--- src/rtl/acond_botones.sv ---
// Button conditioner: synchronises, debounces and edge-detects the Comida, Medicina
// and Test pushbuttons, producing single-cycle events plus short/long Test detection.
module acond_botones #(
  parameter int unsigned DEBOUNCE_CYCLES   = 16,
  parameter int unsigned LONG_PRESS_CYCLES = 64,
  parameter bit          ACTIVE_LOW        = 1'b1
) (
  input  logic clk,
  input  logic reset,
  input  logic Boton_Comida,
  input  logic Boton_Medicina,
  input  logic Boton_Test,
  output logic Pulso_Comida,
  output logic Pulso_Medicina,
  output logic Pulso_Test,
  output logic Test_Largo,
  output logic Nivel_Test
);

  localparam int unsigned NB = 3;
  localparam int unsigned DW = $clog2(DEBOUNCE_CYCLES) + 1;
  localparam int unsigned LW = $clog2(LONG_PRESS_CYCLES) + 1;
  localparam int unsigned IDX_COM = 0;
  localparam int unsigned IDX_MED = 1;
  localparam int unsigned IDX_TST = 2;
  localparam logic [NB-1:0] RAW_IDLE = {NB{ACTIVE_LOW}};
  localparam logic [DW-1:0] DEB_LAST = DW'(DEBOUNCE_CYCLES - 1);
  localparam logic [LW-1:0] HOLD_LAST = LW'(LONG_PRESS_CYCLES - 1);

  typedef enum logic [1:0] {
    REPOSO  = 2'd0,
    PULSADO = 2'd1,
    LARGO   = 2'd2
  } test_state_e;

  logic [NB-1:0] raw;
  logic [NB-1:0] sync1;
  logic [NB-1:0] sync2;
  logic [NB-1:0] lvl;
  logic [NB-1:0] stable;
  logic [NB-1:0] prev;
  logic [NB-1:0] rise_c;
  logic [NB-1:0] fall_c;
  logic [DW-1:0] deb_cnt [NB];
  logic          pend_med;

  test_state_e   state;
  test_state_e   state_next;
  logic [LW-1:0] hold;
  logic [LW-1:0] hold_next;
  logic          pulso_test_c;
  logic          test_largo_c;

  assign raw = {Boton_Test, Boton_Medicina, Boton_Comida};

  // Two-flop synchroniser followed by a registered polarity normalisation (pressed = 1)
  always_ff @(posedge clk) begin
    if (reset) begin
      sync1 <= RAW_IDLE;
      sync2 <= RAW_IDLE;
      lvl   <= '0;
    end else begin
      sync1 <= raw;
      sync2 <= sync1;
      lvl   <= sync2 ^ RAW_IDLE;
    end
  end

  // Debounce: the stable level only follows after DEBOUNCE_CYCLES consecutive mismatches
  always_ff @(posedge clk) begin
    if (reset) begin
      stable <= '0;
      for (int i = 0; i < NB; i++) deb_cnt[i] <= '0;
    end else begin
      for (int i = 0; i < NB; i++) begin
        if (lvl[i] == stable[i]) begin
          deb_cnt[i] <= '0;
        end else if (deb_cnt[i] >= DEB_LAST) begin
          stable[i]  <= lvl[i];
          deb_cnt[i] <= '0;
        end else begin
          deb_cnt[i] <= deb_cnt[i] + DW'(1);
        end
      end
    end
  end

  always_ff @(posedge clk) begin
    if (reset) prev <= '0;
    else       prev <= stable;
  end

  assign rise_c = stable & ~prev;
  assign fall_c = ~stable & prev;

  // Comida wins a same-cycle collision; Medicina is deferred one cycle via pend_med
  always_ff @(posedge clk) begin
    if (reset) begin
      Pulso_Comida   <= 1'b0;
      Pulso_Medicina <= 1'b0;
      pend_med       <= 1'b0;
    end else begin
      Pulso_Comida   <= rise_c[IDX_COM];
      Pulso_Medicina <= (rise_c[IDX_MED] | pend_med) & ~rise_c[IDX_COM];
      pend_med       <= (rise_c[IDX_MED] | pend_med) & rise_c[IDX_COM];
    end
  end

  always_ff @(posedge clk) begin
    if (reset) begin
      state <= REPOSO;
      hold  <= '0;
    end else begin
      state <= state_next;
      hold  <= hold_next;
    end
  end

  always_comb begin
    state_next = state;
    hold_next  = hold;
    case (state)
      REPOSO: begin
        if (rise_c[IDX_TST]) begin
          state_next = PULSADO;
          hold_next  = '0;
        end
      end
      PULSADO: begin
        if (fall_c[IDX_TST])      state_next = REPOSO;
        else if (hold >= HOLD_LAST) state_next = LARGO;
        else                      hold_next  = hold + LW'(1);
      end
      LARGO: begin
        if (fall_c[IDX_TST]) state_next = REPOSO;
      end
      default: state_next = REPOSO;
    endcase
  end

  always_comb begin
    pulso_test_c = 1'b0;
    test_largo_c = 1'b0;
    if (state == PULSADO) begin
      pulso_test_c = fall_c[IDX_TST];
      test_largo_c = ~fall_c[IDX_TST] & (hold >= HOLD_LAST);
    end
  end

  always_ff @(posedge clk) begin
    if (reset) begin
      Pulso_Test <= 1'b0;
      Test_Largo <= 1'b0;
    end else begin
      Pulso_Test <= pulso_test_c;
      Test_Largo <= test_largo_c;
    end
  end

  assign Nivel_Test = prev[IDX_TST];

endmodule
--- config.mk ---
export PLATFORM = sky130hd
export DESIGN_NAME = acond_botones
export DESIGN_NICKNAME = d
export VERILOG_FILES = /design/src/rtl/acond_botones.sv
export SDC_FILE = /design/constraint.sdc
export NUM_CORES = 1
export LEC_CHECK = 0
export ABC_CLOCK_PERIOD_IN_PS = 1800
export CAP_MARGIN = 30
export CORE_UTILIZATION = 35
export CTS_BUF_LIST = sky130_fd_sc_hd__clkbuf_8
export CTS_CLUSTER_DIAMETER = 50
export CTS_CLUSTER_SIZE = 30
export DETAILED_ROUTE_END_ITERATION = 8
export PLACE_DENSITY = 0.62
export RECOVER_POWER = 25
export SLEW_MARGIN = 40
export SYNTH_ARGS = -nofsm -noshare
export SYNTH_HDL_FRONTEND = slang
export SYNTH_SLANG_ARGS = --single-unit
--- constraint.sdc ---
create_clock -name clk -period 1.8 [get_ports clk]
set_input_delay 0.36 -clock clk [delete_from_list [all_inputs] [get_ports clk]]
set_output_delay 0.36 -clock clk [all_outputs]
set_load 0.01 [all_outputs]
# Yosys cells after proc, flatten, opt, wreduce, memory -nomap -nowiden
# Memory sizes are Yosys's and may differ from the RTL's.
# Cells that the tools add are included.
# Widths: inputs -> output; s select.
[totals] word_cells=118 output_inout_bits=5 n_memories=1 regBits=29 inputBits=5 ramBits=15
[op_classes] eq_ne=10 n_mux=53 reduce_logical=8 bitwise_logic=24 add_sub_neg=4 n_lt_le_gt_ge=4
[mem_list] name="deb_cnt" depth=3 width=5 read_ports=3 rd_ports_with_merged_regs=0 wr=3 line="44" rtl="logic [DW-1:0] deb_cnt [NB];"
[ops] op="$mux 5" count=9
[ops] op="$mux 1" count=35
[ops] op="$mux 7" count=3
[ops] op="$add 5x1->5 const B" count=3
[ops] op="$ge 5x4->1 const B" count=3
[ops] op="$pmux 7 s2" count=1
[ops] op="$or 1x1->1" count=10
[ops] op="$not 3->3" count=3
[ops] op="$mux 2" count=4
[ops] op="$ne 2x2->1 const B" count=4
[ops] op="$add 7x1->7 const B" count=1
[ops] op="$ge 7x6->1 const B" count=1
[ops] op="$and 3x3->3" count=2
[ops] op="$not 1->1" count=6
[ops] op="$pmux 2 s3" count=1
[ops] op="$reduce_and 2->1" count=3
[ops] op="$reduce_and 4->1" count=1
[ops] op="$and 1x1->1" count=3
[ops] op="$eq 1x1->1" count=3
[ops] op="$ne 3x2->1 const B" count=1
[ops] op="$reduce_and 3->1" count=1
[ops] op="$eq 2x1->1 const B" count=1
[ops] op="$eq 2x2->1 const B" count=1
[ops] op="$logic_not 2->1" count=1
[ops] op="other kinds (2)" count=2

# Logic depth before layout (Yosys ltp)
# Gate-level depths: netlist of run 1.
[logic_depth] depth_word=7 ltp_mapped=7 depth_no_buf=7

# Worst setup path after synthesis of run 1
# No wires, ideal clock.
[synth_path] path_type="flip-flop to flip-flop" from="register hold[0]" to="register hold[3]" stages_incl_launch_ff=6 period_less_slack_ps=1582 n_path_buf=0 arrival_ps=1495 setup_ps=87 required_time_ps=1713 path_slack_ps=218 path_cell_list="dfxtp_1 -> ha_1 -> a21oi_2 -> o21bai_2 -> or4_4 -> o31ai_1"
[synth_between] elab_chain_cells=4
[synth_rtl] item="start, declared" line="49" rtl="logic [LW-1:0] hold;"
[synth_rtl] item="start signal, assigned" line="115" rtl="hold <= hold_next;"
[synth_rtl] item="$add 7x1->7" line="132" rtl="else hold_next = hold + LW'(1);"
[synth_rtl] item="$mux 7" line="131" rtl="else if (hold >= HOLD_LAST) state_next = LARGO;"
[synth_rtl] item="$mux 7" line="130" rtl="if (fall_c[IDX_TST]) state_next = REPOSO;"
[synth_rtl] item="$pmux 7 s2" line="122" rtl="case (state)"
# Several ways; a longest one is shown, not always the timed one. The select of a mux whose other input is x is not followed.
# A chain may end at the register's enable or synchronous reset.

==> results of run 1 <==
## layout by cell type, fill, tap and decap left out, types with 8 or more instances in the layout
master	Yosys	final
conb_1	1	15
buf_4	0	9
clkdlybuf4s50_1	0	8
nand2_1	10	10
inv_1	7	9
nor2b_1	8	8
nor2_1	25	22
edfxtp_1	15	15
dfxtp_1	29	29
## final cells by class
cell class                 instances  area [um2]
fill                             472        2650
sequential                        44        1030
multi-input combinational        134         807
timing repair buffer              20         165
tap                               67        83.8
clock buffer                       6        82.6
inverter                           7        26.3
clock inverter                     2        7.51
## power groups by stage
stage / logic (W) / clock network, W / registers (W)
floorplan: 0.0000479 / 0 / 0.00108
global placement: 0.0000759 / 0 / 0.00108
detailed placement: 0.0000765 / 0 / 0.00109
CTS: 0.0000768 / 0.000638 / 0.00106
global route: 0.0000877 / 0.000678 / 0.00107
finish: 0.0000767 / 0.000615 / 0.00106
## path summary, 6_finish.rpt
kind                                from                          end  slack (ps)  depth (start not counted)
max          deb_cnt[1][1]$_SDFFCE_PN0P_  deb_cnt[1][4]$_SDFFCE_PN0P_         140                          6
min                  sync2[2]$_SDFF_PP1_            lvl[2]$_SDFF_PP0_         380                          1
max reg2reg  deb_cnt[1][1]$_SDFFCE_PN0P_  deb_cnt[1][4]$_SDFFCE_PN0P_         140                          6
min reg2reg          sync2[2]$_SDFF_PP1_            lvl[2]$_SDFF_PP0_         380                          1
## what timing repair did
item	in CTS	in global routing
buffers inserted	0	1
setup endpoints to repair	0	14
resized for setup	0	3
## per-stage QoR
stage | hold slack [ps] | std cells | power (W) | setup TNS [ps]
global placement | 366 | 271 | 0.00116 | 0
detailed placement | 366 | 271 | 0.00116 | 0
global route | 387 | 280 | 0.00183 | -4.41
CTS | 375 | 279 | 0.00178 | 0
floorplan | 363 | 188 | 0.00113 | 0
finish | 377 | 280 | 0.00175 | 0
## cells in the mapped netlist
cell type | number | area, um2
or2_2 | 6 | 37.5
o31ai_1 | 1 | 7.51
nand2_1 | 10 | 37.5
nand4_1 | 7 | 43.8
conb_1 | 1 | 3.75
inv_1 | 7 | 26.3
o22a_1 | 1 | 8.76
xnor2_1 | 3 | 26.3
nor3_1 | 2 | 10.0
a211o_2 | 1 | 10.0
a21oi_2 | 1 | 8.76
clkbuf_1 | 3 | 11.3
dfxtp_1 | 29 | 581
a32oi_1 | 1 | 8.76
edfxtp_1 | 15 | 450
a31o_2 | 1 | 8.76
xor2_1 | 3 | 26.3
a22o_1 | 1 | 8.76
o21ai_0 | 2 | 10.0
a31oi_1 | 5 | 31.3
or4_4 | 1 | 11.3
ha_1 | 7 | 87.6
and2_1 | 1 | 6.26
o22ai_1 | 2 | 12.5
a21oi_1 | 7 | 35.0
nor2_1 | 25 | 93.8
nor4_1 | 1 | 6.26
a211oi_1 | 1 | 7.51
and3_1 | 5 | 31.3
nand2b_1 | 4 | 25.0
a22o_2 | 1 | 10.0
o311ai_0 | 1 | 8.76
o21bai_2 | 1 | 11.3
a41o_2 | 1 | 11.3
and2b_2 | 1 | 8.76
nand3_1 | 5 | 25.0
nor2b_1 | 8 | 50.1
nor4b_1 | 2 | 17.5
## critical path, cell delays in order (launching register included)
cell	delay, ps
edfxtp_1	420
ha_1	220
and3_1	190
ha_1	190
nor2_2	120
nand4_1	200
nor2_1	170
## sequential cells by signal (all words and copies together), names as in the netlist, 2 cells and up
name	cells
deb_cnt	15
hold	7
lvl	3
prev	3
stable	3
state	2
sync1	3
sync2	3
## per-layer routing
metal / track usage / up-vias / wire, um / part of all wire
met5: 0 / - / 0 / 0
met4: 0.0641 / 0 / 48 / 0.016
met3: 0.0407 / 4 / 120 / 0.040
met2: 0.193 / 28 / 1400 / 0.46
met1: 0.156 / 612 / 1460 / 0.48
li1: - / 683 / - / -
## kinds of logic (layout without fill, tap and decap cells)
logic type,count (synthesis),count (layout),share of synthesized area
xor+xnor,6,6,0.0290
buf+inv,10,35,0.0207
fa+ha+maj,7,7,0.0482
simple gates,78,78,0.223
other cells,1,15,0.00207
compound gates,28,28,0.110
flops,44,44,0.568
==> results.yml, run 1 <==
timing:
  period_needed_ps: 1660
  finClkSkew_ps: 2.73
  fin_ws_ps: 138
  finalCritPeriodShare: 0.923
  setup_viol: 0
  fmax_ghz: 0.602
  final_max_slew_viol_count: 0
  finalHoldViolCount: 0
  worstMarginPinSlew_ps: 601
  slew-limit-headroom: 0.599
pwr:
  seq_power_share: 0.606
  p_switching_w: 0.000369
  max-vdd-ir-drop_uv: 553
  clock_power_share: 0.351
  leakage_nw: 0.910
  combPwrFrac: 0.044
  swShare: 0.210
  power_per_cell_area_nw_per_um2: 796
  internal-power_w: 0.00139
setup_path:
  critPathRequiredTime_ps: 1940
  crit_type: "flop to flop"
  setup.worst_path.start_class: "flop"
  arrival_ps: 1810
  critPathMaxFanout: 5
  end_kind: "flop"
route:
  ant_nets: 0
  drtPass1Iterations: 4
  vias: 1327
  routedWlPerCell_um: 10.8
  drtIter0Drc: 96
  remaining_drc_errors: 0
  routed_via_density: 4.74
  wl_mm: 3.02
global_routing:
  grt_max_degree: 16
  grt_pass1_wl_mm: 5.11
  grt_use_total: 0.125
  grt_pass1_vias: 1148
  overflow: 0
  antenna_found_initial: 0
final_layout:
  drive_gt1_frac: 0.150
  layout.nets: 224
  design_area_um2: 2200
  finish.utilization: 0.454
  diodes: 0
  layout-area-overhead-vs-synth_pct: 21.4
clock_network:
  cts_buffers: 5
  cts_hold_buffers: 0
  clock-sinks: 44
  tritoncts: "yes"
  h-tree-depth: 2
  clk-insertion-delay-late_ps: 290
  cts-root-buf: "clkbuf_8"
  path_clk_slew_ps: 80
  cts_max_path_buffers: 2
placement:
  io_buffers: 9
  routabilityCongestion: 0.768
  dpl_cell_area_um2: 2110
  place_ws_ps: 101
  hpwlAfterDp_mm: 2.15
floorplan:
  start_util: 0.374
  row_count: 25
  die_w_um: 74.0
  io_pins: 10
  dieArea_um2: 5480
  die_h_um: 74.0
  fp.coreArea_um2: 4850
synth:
  yosysWarnings: 0
  ys_seq_elements: 44
  ys_seq_area_frac: 0.568
  syn-cell-area_um2: 1820
  avgSynthCellArea_um2: 10.4
  syn-instance-count: 174
  synth_cell_type_count: 38
outcome:
  status: "finished clean"
min_path:
  hold_class: "flop to flop"
flow_run:
  max-cap-violations: 0
(Power assumes the default switching activity.)
==> run 2: changes to the inputs <==
--- a/config.mk
+++ b/config.mk
@@ -5,6 +5,7 @@
 export SDC_FILE = /design/constraint.sdc
 export NUM_CORES = 1
 export LEC_CHECK = 0
+export ABC_AREA = 1
 export ABC_CLOCK_PERIOD_IN_PS = 1800
 export CAP_MARGIN = 30
 export CORE_UTILIZATION = 35
==> run 2 against run 1 <==
Sequential share of layout area fell by 0.34 points. First-iteration DRC count fell by 58%. Sequential cell count stayed put. Final cell count is 8.9% higher. Register-to-register slack barely moved. Wire length decreased by 10%. Via count is the same. Area after synthesis is 0.55% higher. Sequential power barely moved. Largest cell class unchanged. Largest power group unchanged.
==> results.yml, run 2 <==
floorplan:
  row_count: 25
  dieArea_um2: 5510
  start_util: 0.374
  die_w_um: 74.2
  io_pins: 10
  fp.coreArea_um2: 4880
  die_h_um: 74.2
setup_path:
  crit_type: "flop to flop"
  reg2reg_slack_ps: 140
  critPathRequiredTime_ps: 1950
  end_kind: "flop"
  critPathMaxFanout: 3
  arrival_ps: 1810
  r2r_cells: 8
  setup.worst_path.start_class: "flop"
  r2r_start: "deb_cnt[2][0]$_SDFFCE_PN0P_"
  rr_endpoint: "deb_cnt[2][1]$_SDFFCE_PN0P_"
route:
  wl_met3_um: 93
  drtIter0Drc: 40
  remaining_drc_errors: 0
  met1_length_mm: 1.37
  wl_met2_mm: 1.19
  wl_mm: 2.71
  drtPass1Iterations: 5
  routed_via_density: 4.35
  vias: 1327
  ant_nets: 0
  routedWlPerCell_um: 8.90
  topRoutingLayerUsed: "met4"
timing:
  fin_ws_ps: 143
  setup_viol: 0
  finalHoldViolCount: 0
  final_max_slew_viol_count: 0
  finClkSkew_ps: 3.67
  finalCritPeriodShare: 0.921
  fmax_ghz: 0.603
  whs_ps: 379
  setup-tns-final_ps: 0
  period_needed_ps: 1660
synth:
  synth_top_area_cell: "dfxtp_1"
  ys_seq_area_frac: 0.565
  synth_top_cell_area_share: 0.318
  synth.top_cells.by_count: "42 x nor2_1, 29 x dfxtp_1, 22 x inv_1"
  dominantRegCellSynth: "dfxtp_1"
  synth_edf_count: 15
  yosysWarnings: 0
  avgSynthCellArea_um2: 9.04
  synth.most_common_cell: "nor2_1"
  synth_area_leaders: "dfxtp_1 32%, edfxtp_1 25%, nor2_1 8.6%, ha_1 4.8%, a21oi_1 4.7%"
  syn-cell-area_um2: 1830
  async_flop_share: 0
  synth_cell_type_count: 23
  ys_seq_elements: 44
  syn-instance-count: 202
clock_network:
  cts_hold_buffers: 0
  cts_buffers: 5
  tritoncts: "yes"
  h-tree-depth: 2
  clock-sinks: 44
  cts_max_path_buffers: 2
  cts-root-buf: "clkbuf_8"
  clk-insertion-delay-late_ps: 290
  path_clk_slew_ps: 80
pwr:
  power_per_cell_area_nw_per_um2: 843
  leakage_nw: 0.876
  max-vdd-ir-drop_uv: 368
final_layout:
  layout.nets: 249
  diodes: 0
  drive_gt1_frac: 0.143
  layout-area-overhead-vs-synth_pct: 21.6
  largest-register: "deb_cnt"
  largestRegisters: "deb_cnt: 15 flops, hold: 7 flops"
  largest_register_ffs: 15
  final_common_cell: "nor2_1"
  num-fill-cells: 517
  fin_cells: 305
  final_cell_mix: "42 x nor2_1, 29 x dfxtp_1, 23 x inv_1, 21 x nand2_1, 17 x a21oi_1"
placement:
  placedCellCount: 295
  routabilityCongestion: 0.750
  place_ws_ps: -4.42
  io_buffers: 9
  hpwlAfterDp_mm: 1.97
global_routing:
  antenna_found_initial: 0
  grt_max_degree: 20
  grt_pass1_vias: 1180
  grt_pass1_wl_mm: 4.90
  grt_use_total: 0.118
  overflow: 0
min_path:
  holdPathEnd: "lvl[2]$_SDFF_PP0_"
  hold_depth: 1
  hold_class: "flop to flop"
  hp-start: "sync2[2]$_SDFF_PP1_"
flow_run:
  max-cap-violations: 0
outcome:
  status: "finished clean"
[run 2: routing by layer]
layer  vias up  GRT usage
li1        714          -
met1       590      0.149
met2        17      0.185
met3         6     0.0366
met4         0     0.0566
met5         -          0
[run 2: layout make-up]
| class | instances | area [um2] | share of cell area |
|---|---|---|---|
| Clock inverter | 1 | 3.75 | 0.00169 |
| Sequential cell | 44 | 1030 | 0.464 |
| Inverter | 22 | 82.6 | 0.0372 |
| Multi-Input combinational cell | 147 | 778 | 0.351 |
| Tap cell | 67 | 83.8 | 0.0378 |
| Timing Repair Buffer | 17 | 144 | 0.0648 |
| Clock buffer | 7 | 96.3 | 0.0434 |
[run 2: cell families (layout without fill, tap and decap cells)]
family / Yosys count / after routing / share of synthesized area
and+or+nand+nor: 98 / 98 / 0.252
xor gates and xnor gates: 1 / 1 / 0.00480
DFF: 44 / 44 / 0.565
adders and majority gates: 7 / 7 / 0.0480
buffers and inverters: 25 / 47 / 0.0514
AOI/OAI and AO/OA: 26 / 26 / 0.0768
other: 1 / 15 / 0.00205
[run 2: through the flow]
step            util  area [um2]  total power (W)
2_1_floorplan      -        1880          0.00119
3_3_place_gp   0.427        2090          0.00123
3_5_place_dp   0.427        2090          0.00123
4_1_cts        0.452        2200          0.00190
5_1_grt        0.455        2220          0.00195
6_report       0.455        2220          0.00187
[run 2: worst max-delay path by stage]
| stage | startpoint | end | slack (ps) | cells past startpoint |
|---|---|---|---|---|
| after detailed placement | deb_cnt[1][0]$_SDFFCE_PN0P_ | deb_cnt[1][2]$_SDFFCE_PN0P_ | -4 | 7 |
| after global routing | deb_cnt[2][0]$_SDFFCE_PN0P_ | deb_cnt[2][0]$_SDFFCE_PN0P_ | -20 | 8 |
| after CTS | deb_cnt[2][0]$_SDFFCE_PN0P_ | deb_cnt[2][2]$_SDFFCE_PN0P_ | 40 | 7 |
| after floorplan | deb_cnt[1][0]$_SDFFCE_PN0P_ | deb_cnt[1][2]$_SDFFCE_PN0P_ | 130 | 7 |
| final | deb_cnt[2][0]$_SDFFCE_PN0P_ | deb_cnt[2][1]$_SDFFCE_PN0P_ | 140 | 8 |
| after global placement | deb_cnt[1][0]$_SDFFCE_PN0P_ | deb_cnt[1][2]$_SDFFCE_PN0P_ | 20 | 7 |
[run 2: power by group]
| part | internal, W | total, W | leakage, nW | switching, W |
|---|---|---|---|---|
| sequential | 0.00106 | 0.00108 | 0.391 | 0.0000199 |
| clock | 0.000345 | 0.000660 | 0.0557 | 0.000316 |
| combinational | 0.0000532 | 0.000130 | 0.430 | 0.0000769 |
| total | 0.00146 | 0.00187 | 0.876 | 0.000412 |
[run 2: critical path, stage by stage, from the launching register on]
cell and delay (ps):
edfxtp_1 400, ha_1 230, nand2_1 70, nor2_1 40, ha_1 180, nor3_2 180, o211ai_1 160, buf_4 180
nor2_1 80
[run 2: repair_timing]
| action | in CTS | in global routing |
|---|---|---|
| pin swaps | 2 | 8 |
| setup buffers | 1 | 1 |
| setup endpoints to repair | 2 | 11 |
| gates resized for setup | 2 | 4 |
==> run 3: changes to the inputs <==
--- a/config.mk
+++ b/config.mk
@@ -8,12 +8,13 @@
 export ABC_AREA = 1
 export ABC_CLOCK_PERIOD_IN_PS = 1800
 export CAP_MARGIN = 30
+export CELL_PAD_IN_SITES_DETAIL_PLACEMENT = 2
+export CELL_PAD_IN_SITES_GLOBAL_PLACEMENT = 2
 export CORE_UTILIZATION = 35
 export CTS_BUF_LIST = sky130_fd_sc_hd__clkbuf_8
-export CTS_CLUSTER_DIAMETER = 50
 export CTS_CLUSTER_SIZE = 30
 export DETAILED_ROUTE_END_ITERATION = 8
-export PLACE_DENSITY = 0.62
+export PLACE_DENSITY = 0.86
 export RECOVER_POWER = 25
 export SLEW_MARGIN = 40
 export SYNTH_ARGS = -nofsm -noshare
==> run 3 against run 2 <==
Maximum frequency shrank 4.1%. Register-to-register slack lost 70 ps. Final cell count grew 2.3%. Count of clock-buffer cells in the layout shrank 2. Critical path depth shrank 1. Die area is the same. Clock power grew 13%. Largest cell class unchanged. Largest power group unchanged.
==> results.yml, run 3 (synthesis gave the netlist of run 2 again) <==
outcome:
  status: "finished clean"
final_layout:
  layout.nets: 256
  diodes: 0
  num-fill-cells: 566
  final_cell_mix: "41 x nor2_1, 29 x dfxtp_1, 22 x inv_1, 20 x nand2_1, 17 x a21oi_1"
  largest-register: "deb_cnt"
  final_common_cell: "nor2_1"
  regArea_um2: 1030
  drive_gt1_frac: 0.167
  layout-area-overhead-vs-synth_pct: 25.3
  multi_input_area_um2: 792
  largestRegisters: "deb_cnt: 15 flops, hold: 7 flops"
  largest_register_ffs: 15
timing:
  finalCritPeriodShare: 0.960
  worstMarginPinSlew_ps: 490
  finalHoldViolCount: 0
  rsz0062_at_grt: "true"
  setup-tns-final_ps: 0
  setup_viol: 0
  finClkSkew_ps: 9.59
  period_needed_ps: 1730
  slew-limit-headroom: 0.670
  final_max_slew_viol_count: 0
  fmax_ghz: 0.579
global_routing:
  grt_pass1_wl_mm: 7.72
  overflow: 0
  grt_use_total: 0.192
  grt_max_degree: 14
  grt_pass1_vias: 1580
  antenna_found_initial: 0
clock_network:
  tritoncts: "yes"
  cts_max_path_buffers: 2
  h-tree-depth: 2
  cts-root-buf: "clkbuf_8"
  cts_buffers: 5
  clock-sinks: 44
  clk-insertion-delay-late_ps: 310
  cts_hold_buffers: 0
  path_clk_slew_ps: 90
pwr:
  power_per_cell_area_nw_per_um2: 868
  swShare: 0.230
  total_power_w: 0.00199
  max-vdd-ir-drop_uv: 574
  combPwrFrac: 0.077
  internal-power_w: 0.00153
  p_switching_w: 0.000457
  seq_power_share: 0.546
  leakage_nw: 0.903
  clock_power_share: 0.378
setup_path:
  r2r_start: "deb_cnt[0][1]$_SDFFCE_PN0P_"
  r2r_cells: 7
  setup.worst_path.start_class: "flop"
  reg2reg_slack_ps: 70
  slowest_stage: "edfxtp_1"
  max_stage_delay_ps: 400
  startpoint: "deb_cnt[0][1]$_SDFFCE_PN0P_"
  end_kind: "flop"
  path_common_cell: "ha_2"
  critPathRequiredTime_ps: 1940
  critPathMaxFanout: 5
  arrival_ps: 1870
  crit_type: "flop to flop"
  crit_chain: "ha_2 -> nand2_2 -> nor2_2 -> ha_2 -> nor3_4 -> o211ai_1 -> nor3b_1"
  rr_endpoint: "deb_cnt[0][2]$_SDFFCE_PN0P_"
route:
  ant_nets: 0
  drtIter0Drc: 34
  routed_via_density: 4.66
  wl_mm: 4.45
  drtPass1Iterations: 4
  remaining_drc_errors: 0
  vias: 1454
  routedWlPerCell_um: 14.3
min_path:
  hold_class: "flop to flop"
  hp-start: "sync2[0]$_SDFF_PP1_"
  holdPathEnd: "lvl[0]$_SDFF_PP0_"
  hold_depth: 1
floorplan:
  row_count: 25
  die_w_um: 74.2
  fp.coreArea_um2: 4880
  die_h_um: 74.2
  start_util: 0.374
  dieArea_um2: 5510
  io_pins: 10
placement:
  io_buffers: 9
  routabilityCongestion: 0.677
  hpwlAfterDp_mm: 2.99
flow_run:
  max-cap-violations: 0
## run 3: how the worst max path moves through the flow
stage                                  end  slack [ps]
3_3_place_gp   deb_cnt[0][2]$_SDFFCE_PN0P_           9
5_1_grt        deb_cnt[0][2]$_SDFFCE_PN0P_        -140
6_report       deb_cnt[0][2]$_SDFFCE_PN0P_          70
4_1_cts        deb_cnt[2][0]$_SDFFCE_PN0P_           1
2_1_floorplan  deb_cnt[1][2]$_SDFFCE_PN0P_         130
3_5_place_dp   deb_cnt[1][2]$_SDFFCE_PN0P_        -160
## run 3: power by group through the flow
stage	clock network [W]	registers [W]	logic, W
3_3_place_gp	0	0.00110	0.000132
5_1_grt	0.000811	0.00109	0.000176
6_report	0.000749	0.00108	0.000152
4_1_cts	0.000773	0.00108	0.000150
2_1_floorplan	0	0.00110	0.0000865
3_5_place_dp	0	0.00111	0.000140
## run 3: timing repair
item	4_1_cts	5_1_grt
setup endpoints to repair	11	13
endpoints found under the hold margin	0	0
setup buffers	3	4
pin swaps	6	8
gates resized for setup	4	6
## run 3: worst max-delay path: cells and delay by family (launching register included)
family | cells | cell delay [ps]
compound gates | 1 | 200
simple gates | 4 | 560
flops | 1 | 400
fa+ha+maj | 2 | 400
## run 3: layout make-up
class / instances / area share
timing repair buffer: 24 / 0.0837
tap: 67 / 0.0367
clock inverter: 3 / 0.0164
sequential: 44 / 0.451
inverter: 22 / 0.0361
multi-input combinational: 147 / 0.346
clock buffer: 5 / 0.0301
## run 3: layer usage
layer / share of wire / GRT usage / vias up
li1: - / - / 725
met1: 0.45 / 0.231 / 709
met2: 0.51 / 0.329 / 14
met3: 0.024 / 0.0569 / 6
met4: 0.017 / 0.0671 / 0
met5: 0 / 0 / -
## run 3: stage by stage
step                instance area [um2]  hold WS [ps]  std cells  utilization  setup slack (ps)
global placement                   2100           366        297        0.431              9.08
CTS                                2250           380        308        0.461              1.04
detailed placement                 2100           376        297        0.431              -163
global route                       2290           399        312        0.469              -138
floorplan                          1880           363        216            -               129
finish                             2290           377        312        0.469              72.9
